`config.mk`:
```
export PLATFORM = sky130hd
export DESIGN_NAME = reg_file_param
export DESIGN_NICKNAME = d
export VERILOG_FILES = /design/src/rtl/regfile_pkg.sv /design/src/rtl/reg_scoreboard.sv /design/src/rtl/reg_file_param.sv
export SDC_FILE = /design/constraint.sdc
export NUM_CORES = 2
export LEC_CHECK = 0
export BUFFER_PORTS_ARGS = -buffer_cell sky130_fd_sc_hd__buf_2
export CORE_ASPECT_RATIO = 1.25
export CORE_MARGIN = 8
export CORE_UTILIZATION = 40
export DETAILED_ROUTE_END_ITERATION = 6
export PLACE_DENSITY = 0.56
export SLEW_MARGIN = 25
export SYNTH_ARGS = -nofsm -noshare
export SYNTH_HDL_FRONTEND = slang
export SYNTH_SLANG_ARGS = --single-unit
```
`constraint.sdc`:
```
create_clock -name clk -period 1.71 [get_ports clk]
set_input_delay 0.171 -clock clk [delete_from_list [all_inputs] [get_ports clk]]
set_output_delay 0.171 -clock clk [all_outputs]
set_load 0.02 [all_outputs]
```
`src/rtl/regfile_pkg.sv`:
```
// Shared defaults and types for the parametrised register file.
package regfile_pkg;

    localparam int unsigned DATA_W_DEF   = 32;
    localparam int unsigned NUM_REGS_DEF = 16;
    localparam int unsigned ADDR_W_DEF   = $clog2(NUM_REGS_DEF);

    localparam logic [DATA_W_DEF-1:0] ZERO_WORD = '0;

    typedef logic [ADDR_W_DEF-1:0] reg_addr_t;

endpackage

```
`src/rtl/reg_scoreboard.sv`:
```
// Per-register busy bits: writes clear, reservations set, reservation wins a tie.
module reg_scoreboard
    import regfile_pkg::*;
#(
    parameter int unsigned NUM_REGS = NUM_REGS_DEF
) (
    input  logic                        clk,
    input  logic                        rst_n,
    input  logic [NUM_REGS-1:0]         clr_vec,
    input  logic                        rsv_en,
    input  logic [$clog2(NUM_REGS)-1:0] rsv_addr,
    input  logic [$clog2(NUM_REGS)-1:0] rd_addr_a,
    input  logic [$clog2(NUM_REGS)-1:0] rd_addr_b,
    output logic                        busy_a_c,
    output logic                        busy_b_c
);

    logic [NUM_REGS-1:0] busy_q;
    logic [NUM_REGS-1:0] set_vec;

    always_comb begin
        set_vec = '0;
        if (rsv_en) begin
            set_vec[rsv_addr] = 1'b1;
        end
    end

    // Set is OR-ed after the clear so a same-cycle reservation keeps the bit high.
    always_ff @(posedge clk or negedge rst_n) begin
        if (!rst_n) begin
            busy_q <= '0;
        end else begin
            busy_q <= (busy_q & ~clr_vec) | set_vec;
        end
    end

    assign busy_a_c = busy_q[rd_addr_a];
    assign busy_b_c = busy_q[rd_addr_b];

endmodule

```
`src/rtl/reg_file_param.sv`:
```
// Parametrised register file: two combinational reads, two clocked writes,
// optional zero register and write-first bypass, collision flag, busy scoreboard.
module reg_file_param
    import regfile_pkg::*;
#(
    parameter int unsigned DATA_W   = DATA_W_DEF,
    parameter int unsigned NUM_REGS = NUM_REGS_DEF,
    parameter bit          ZERO_REG = 1'b1,
    parameter bit          BYPASS   = 1'b0
) (
    input  logic                        clk,
    input  logic                        rst_n,
    input  logic [$clog2(NUM_REGS)-1:0] RA,
    input  logic [$clog2(NUM_REGS)-1:0] RB,
    input  logic [$clog2(NUM_REGS)-1:0] RW,
    input  logic [DATA_W-1:0]           Bus_W,
    input  logic                        RegRw,
    input  logic [DATA_W-1:0]           Bus_W1,
    input  logic                        Rs1Rw,
    input  logic                        RsvEn,
    input  logic [$clog2(NUM_REGS)-1:0] RsvAddr,
    output logic [DATA_W-1:0]           Bus_A,
    output logic [DATA_W-1:0]           Bus_B,
    output logic                        Busy_A,
    output logic                        Busy_B,
    output logic                        WrConflict
);

    localparam int unsigned ADDR_W = $clog2(NUM_REGS);

    logic [DATA_W-1:0]   regs [NUM_REGS];
    logic                we0;
    logic                we1;
    logic                conflict;
    logic                rsv_ok;
    logic [NUM_REGS-1:0] clr_vec;

    // Effective enables: register 0 is read-only when ZERO_REG is set.
    always_comb begin
        we0    = RegRw;
        we1    = Rs1Rw;
        rsv_ok = RsvEn;
        if (ZERO_REG) begin
            if (RW == '0) we0 = 1'b0;
            if (RA == '0) we1 = 1'b0;
            if (RsvAddr == '0) rsv_ok = 1'b0;
        end
        conflict = we0 && we1 && (RW == RA);
        clr_vec  = '0;
        for (int unsigned i = 0; i < NUM_REGS; i++) begin
            clr_vec[i] = (we0 && (RW == ADDR_W'(i))) || (we1 && (RA == ADDR_W'(i)));
        end
    end

    // Port 0 is assigned last so it wins a same-register collision.
    always_ff @(posedge clk or negedge rst_n) begin
        if (!rst_n) begin
            for (int unsigned i = 0; i < NUM_REGS; i++) begin
                regs[i] <= '0;
            end
        end else begin
            if (we1) regs[RA] <= Bus_W1;
            if (we0) regs[RW] <= Bus_W;
        end
    end

    always_ff @(posedge clk or negedge rst_n) begin
        if (!rst_n) begin
            WrConflict <= 1'b0;
        end else begin
            WrConflict <= conflict;
        end
    end

    // Bypass is gated by rst_n so reads stay zero while reset is held.
    always_comb begin
        Bus_A = regs[RA];
        Bus_B = regs[RB];
        if (ZERO_REG && (RA == '0)) Bus_A = DATA_W'(ZERO_WORD);
        if (ZERO_REG && (RB == '0)) Bus_B = DATA_W'(ZERO_WORD);
        if (BYPASS && rst_n) begin
            if (we0 && (RW == RA)) begin
                Bus_A = Bus_W;
            end else if (we1) begin
                Bus_A = Bus_W1;
            end
            if (we0 && (RW == RB)) begin
                Bus_B = Bus_W;
            end else if (we1 && (RA == RB)) begin
                Bus_B = Bus_W1;
            end
        end
    end

    reg_scoreboard #(
        .NUM_REGS (NUM_REGS)
    ) u_scoreboard (
        .clk       (clk),
        .rst_n     (rst_n),
        .clr_vec   (clr_vec),
        .rsv_en    (rsv_ok),
        .rsv_addr  (RsvAddr),
        .rd_addr_a (RA),
        .rd_addr_b (RB),
        .busy_a_c  (Busy_A),
        .busy_b_c  (Busy_B)
    );

endmodule

```
# == Word level (Yosys, flattened, before mapping) ==
# Index checks and enable logic that the tools add are counted.
# classes
magnitude_cmp,9
n_eq_ne,31
muxes,26
n_bitwise,6
reduce_logical,57
# op_table
operator,n
bitwise mux 512 bit,2
two-way mux 512 bit,2
binary-select mux 32 bit (select 4 bit),2
demux 32 bit (select 4 bit),2
two-way mux 32 bit,8
"equality test 4 bit, second input constant",16
logical AND 1 bit,37
"equality test 4 x 3 -> 1 bit, second input constant",8
bitwise AND 16 bit,1
"equality test 4 x 2 -> 1 bit, second input constant",4
logical NOT 4 bit,4
logical OR 1 bit,16
two-way mux 16 bit,1
inverter 16 bit,1
bitwise OR 16 bit,1
">= comparator 5 bit, second input constant",3
"< comparator 4 x 5 -> 1 bit, second input constant",3
inverter 4 -> 5 bit,3
"< comparator 5 x 1 -> 1 bit, second input constant",2
binary-select mux 1 bit (select 4 bit),2
"equality test 4 x 1 -> 1 bit, second input constant",2
two-way mux 1 bit,6
demux 1 bit (select 4 bit),1
equality test 4 bit,1
">= comparator 4 x 1 -> 1 bit, second input constant",1
# word_totals
register_bits,529
wordCells,147

# == Depth between registers and ports, before layout ==
# logic_depth
depth_word,9
ltp_mapped,7
mapped_depth_nobuf,4

# == By module ==
# Synthesis repeated with hierarchy kept, for this count alone.
# unflattened
cells_unflattened,2950
hier_area_um2,30743.2
# by_module_without_submodules
module,n_inst,cells_each,area_each_um2
reg_file_param,1,2880,29861.1
reg_scoreboard,1,70,882.1

# == Least setup slack after synthesis ==
# OpenSTA, ideal clock, no wires.
# synth_path
kind,input to output
start,in RB[1]
end,out Bus_B[23]
t_arrival_ns,1.664
setup_slack_ns,-0.125
path_stages,7
cell_sequence,buf_2 > buf_2 > buf_2 > mux2i_1 > nor2_1 > a2111oi_0 > nor2_1
# synth_via
elab_chain_cells,5
# synth_rtl
item,line_no,source
from (decl),reg_file_param.sv:14,"input logic [$clog2(NUM_REGS)-1:0] RB,"
inverter 4 -> 5 bit (implied by the code),reg_file_param.sv:78,Bus_B = regs[RB];
binary-select mux 32 bit (select 4 bit),reg_file_param.sv:78,
two-way mux 32 bit (implied by the code) (2 in series),reg_file_param.sv:78,
two-way mux 32 bit (*),reg_file_param.sv:80,if (ZERO_REG && (RB == '0)) Bus_B = DATA_W'(ZERO_WORD);
to (decl),reg_file_param.sv:23,"output logic [DATA_W-1:0] Bus_B,"
# Mark *: on every way between the ends. The rest lies on a longest branch, timed or not. The select of a mux whose other input is x is not followed.

# == Worst setup path after layout ==
# layout_path
start,reg u_scoreboard.busy_q[3]
end,out Busy_A
# layout_via
elab_chain_cells,2
# layout_rtl
item,line_no,source
from (decl),reg_scoreboard.sv:18,logic [NUM_REGS-1:0] busy_q;
from (signal assigned),reg_scoreboard.sv:33,busy_q <= (busy_q & ~clr_vec) | set_vec;
binary-select mux 1 bit (select 4 bit),reg_scoreboard.sv:37,assign busy_a_c = busy_q[rd_addr_a];
two-way mux 1 bit (implied by the code),reg_scoreboard.sv:37,
to (decl),reg_file_param.sv:24,"output logic Busy_A,"
# No other way between the ends. The select of a mux whose other input is x is not followed.

==> impl_metrics.py <==
metrics = {
    "critical_path": {
        "cp.arrival_ns": 2.14,
        "critPathKind": "register to output port",
        "max_stage_delay_ns": 0.48,
        "cp-end-kind": "output port",
        "path_max_fanout": 3,
        "cp.required_ns": 1.54,
        "reg2reg_slack_ns": 0.75,
        "crit_chain": "mux4_2, nor2b_1, a211oi_1, a21oi_1, buf_4",
        "cp-start-kind": "register",
        "slowest_stage": "mux4_2",
    },
    "drt": {
        "dr.pass1.iters": 6,
        "via_per_inst": 6.02,
        "post_drt_wl_per_cell_um": 26.2,
        "drc": 0,
        "num_vias": 26052,
        "drt_iter0_markers": 1944,
        "wl_mm": 113,
        "ant_nets": 0,
    },
    "synth": {
        "ys_warn_count": 0,
        "synth_area_leaders": "dfrtp_1, mux2i_1, mux4_2, a21oi_1, nor2_1",
        "postSynthAreaPerCell_um2": 10.1,
        "synth_adder_area_share_pct": 0,
        "synthSimpleGateAreaFrac_pct": 8.30,
        "synth_largest_area_cell": "dfrtp_1",
        "netlist_area_um2": 30700,
        "synth_edf_count": 0,
        "yosysSeqAreaShare_pct": 40.5,
        "yosys-mux-area-fraction_pct": 33.1,
        "synth-xor-area-share_pct": 0.0856,
        "postSynthCellCount": 3032,
        "synthDistinctLibCells": 40,
        "syn_nets": 3117,
        "synthFlopType": "dfrtp_1",
        "synth_common_cells": "mux2i_1, dfrtp_1, nor2_1, a21oi_1, clkbuf_1",
        "synth_top_family_by_area": "multiplexers",
        "synth_most_common_cell": "mux2i_1",
        "ys_async_sr_fraction_pct": 100,
        "ys_seq_elements": 497,
        "synth.top_cell.area_share_pct": 40.5,
        "synth_compound_gate_area_share_pct": 13.3,
    },
    "timing": {
        "worst_clock_skew_ns": 0,
        "fin_crit_sh_pct": 135,
        "fin_ws_ns": -0.604,
        "slew_headroom_pct": 58.4,
        "period_minus_slack_ns": 2.31,
        "tightest_slew_ns": 0.624,
        "rsz0062_at_grt": "yes",
        "max_freq_ghz": 0.432,
        "hold_viol_final": 0,
        "finalSetupViolations": 66,
        "slew_violations": 0,
    },
    "cells_and_area": {
        "fillers": 6823,
        "area_growth_pct": 26.4,
        "drive_above_1_share_pct": 26.9,
        "seq_area_um2": 12400,
        "fin_nets": 3390,
        "multi_input_area_um2": 17700,
        "final_cells": 4330,
        "finalInstanceArea_um2": 38800,
    },
    "placed_design": {
        "placedCellCount": 4086,
        "port_buffers": 151,
        "place_area_um2": 34600,
        "finalWeightedCongestion": 0.891,
        "hpwl_mm": 74.4,
    },
    "clocking": {
        "cts_buffers": 57,
        "clk_path_buf_depth": 3,
        "insertion_delay_ns": 0.62,
        "ctsHtreeMaxLevel": 2,
        "numClockSinks": 497,
        "cts_tree": "done",
        "clk_pin_slew_ns": 0.06,
        "cts_root_buf": "clkbuf_16",
    },
    "worst_hold_path": {
        "hold_path.class": "input pin to asynchronous set/reset pin",
    },
    "grt": {
        "antenna_found_initial": 2,
        "grt_max_degree": 73,
        "gr-usage-all-layers_pct": 25.5,
        "gr-total-overflow": 0,
        "grt_pass1_wl_mm": 170,
        "grt_pass1_vias": 26636,
    },
    "pwr": {
        "internal_power_mw": 29.1,
        "clkPwrFrac_pct": 30.0,
        "power.total_mw": 42.7,
        "p_switching_mw": 13.6,
        "swShare_pct": 31.9,
        "ir_drop_mv": 0.808,
        "pwr-share-seq_pct": 40.5,
        "power_leakage_nw": 16.5,
        "power_frac_comb_pct": 29.5,
        "power.density_nw_per_um2": 1100,
    },
    "floorplanning": {
        "dieArea_um2": 85900,
        "io_pins": 152,
        "design.core.area_um2": 76100,
        "dieHeight_um": 326,
        "initial_core_util_pct": 40.4,
        "placement_rows": 113,
        "die_w_um": 264,
    },
    "flow_run": {
        "maxCapViolCount": 0,
    },
    "status": {
        "violations": "negative setup slack",
        "outcome": "finished with violations",
    },
}
==> cell families after synthesis <==
kind of cell              Yosys count
AOI/OAI and AO/OA                 722
muxes                             840
and+or+nand+nor                   640
buffers and inverters             330
DFF                               497
xor gates and xnor gates            3
==> flip-flops by register name, indices dropped and copies added, names as in the netlist <==
register / count
u_scoreboard.busy_q: 16
WrConflict: 1
regs: 480
==> power groups by stage <==
| stage | registers, mW | logic [mW] | clock network (mW) |
|---|---|---|---|
| floorplan | 16.5 | 7.67 | 0 |
| global placement | 17.2 | 10.3 | 0 |
| detailed placement | 17.4 | 10.7 | 0 |
| CTS | 17.2 | 12.3 | 13.0 |
| global route | 17.6 | 13.6 | 13.4 |
| finish | 17.3 | 12.6 | 12.8 |
==> layout make-up <==
| type | instances | share of cell area, % |
|---|---|---|
| multi-input cells | 2205 | 45.7 |
| flip-flops and latches | 497 | 32.0 |
| repair buffers | 543 | 14.1 |
| clock buffers | 86 | 4.35 |
| well taps | 977 | 3.15 |
| clock inverters | 20 | 0.632 |
| inverters | 1 | 0.00967 |
| diodes | 1 | 0.00645 |
==> stage by stage <==
step | utilization (%) | TNS, ns | worst slack [ns] | hold WS, ns
global placement | 45.5 | -75.69 | -0.544 | 0.0652
floorplan | - | -1.36 | -0.0442 | -0.125
detailed placement | 45.5 | -85.92 | -0.615 | 0.0699
global route | 51.0 | -34.94 | -0.645 | 0.0170
CTS | 50.6 | -32.61 | -0.623 | 0.0000189
finish | 51.0 | -29.94 | -0.604 | 0.00338
==> critical path: cells and delay by family, from the launching register on <==
family	cells	cell delay, ns
AOI/OAI and AO/OA	2	0.29
buffers and inverters	1	0.19
DFF	1	0.40
muxes	1	0.48
and+or+nand+nor	1	0.14
==> layer usage <==
metal / share of wire [%] / routed length (um) / GRT usage, %
met1: 41 / 46400 / 32.6
met2: 48 / 54800 / 43.0
met3: 6.5 / 7400 / 3.83
met4: 4.2 / 4770 / 10.7
met5: 0.011 / 13 / 0
==> cells in the final DEF, fill, tap and decap left out, drive strengths merged, types with 3 or more instances in the layout <==
| cell type | count |
|---|---|
| mux4 | 138 |
| inv | 3 |
| clkbuf | 87 |
| nand2 | 159 |
| a2111oi | 31 |
| mux2 | 33 |
| clkinv | 8 |
| nor3 | 3 |
| and3 | 5 |
| bufinv | 5 |
| nand3 | 11 |
| clkinvlp | 5 |
| a221o | 31 |
| dfrtp | 497 |
| nor2 | 429 |
| a32o | 5 |
| nor2b | 14 |
| o22ai | 62 |
| nor3b | 3 |
| a21oi | 418 |
| and2 | 4 |
| o21ai | 136 |
| a22oi | 31 |
| buf | 470 |
| dlygate4sd3 | 72 |
| mux2i | 669 |
| nand2b | 5 |
| xnor2 | 3 |
==> worst paths after layout <==
| path | depth (start not counted) | endpoint | from |
|---|---|---|---|
| worst min register to register | 0 | u_scoreboard.busy_q[0] | u_scoreboard.busy_q[0] |
| worst min-delay path | 2 | regs[37] | rst_n |
| worst max register to register | 4 | regs[404] | regs[404] |
| max in group asynchronous | 4 | regs[54] | rst_n |
| worst max-delay path | 5 | Busy_A | u_scoreboard.busy_q[3] |
| min in group clk | 3 | regs[307] | Bus_W1[19] |
==> repair_timing <==
action / 4_1_cts / 5_1_grt
pin swaps: 80 / 40
hold buffers: 72 / 0
endpoints found under the hold margin: 920 / 0
setup endpoints to repair: 66 / 66
buffers inserted: 52 / 15
resized for setup: 254 / 40
Note: power is estimated with default switching activity, not from simulation.
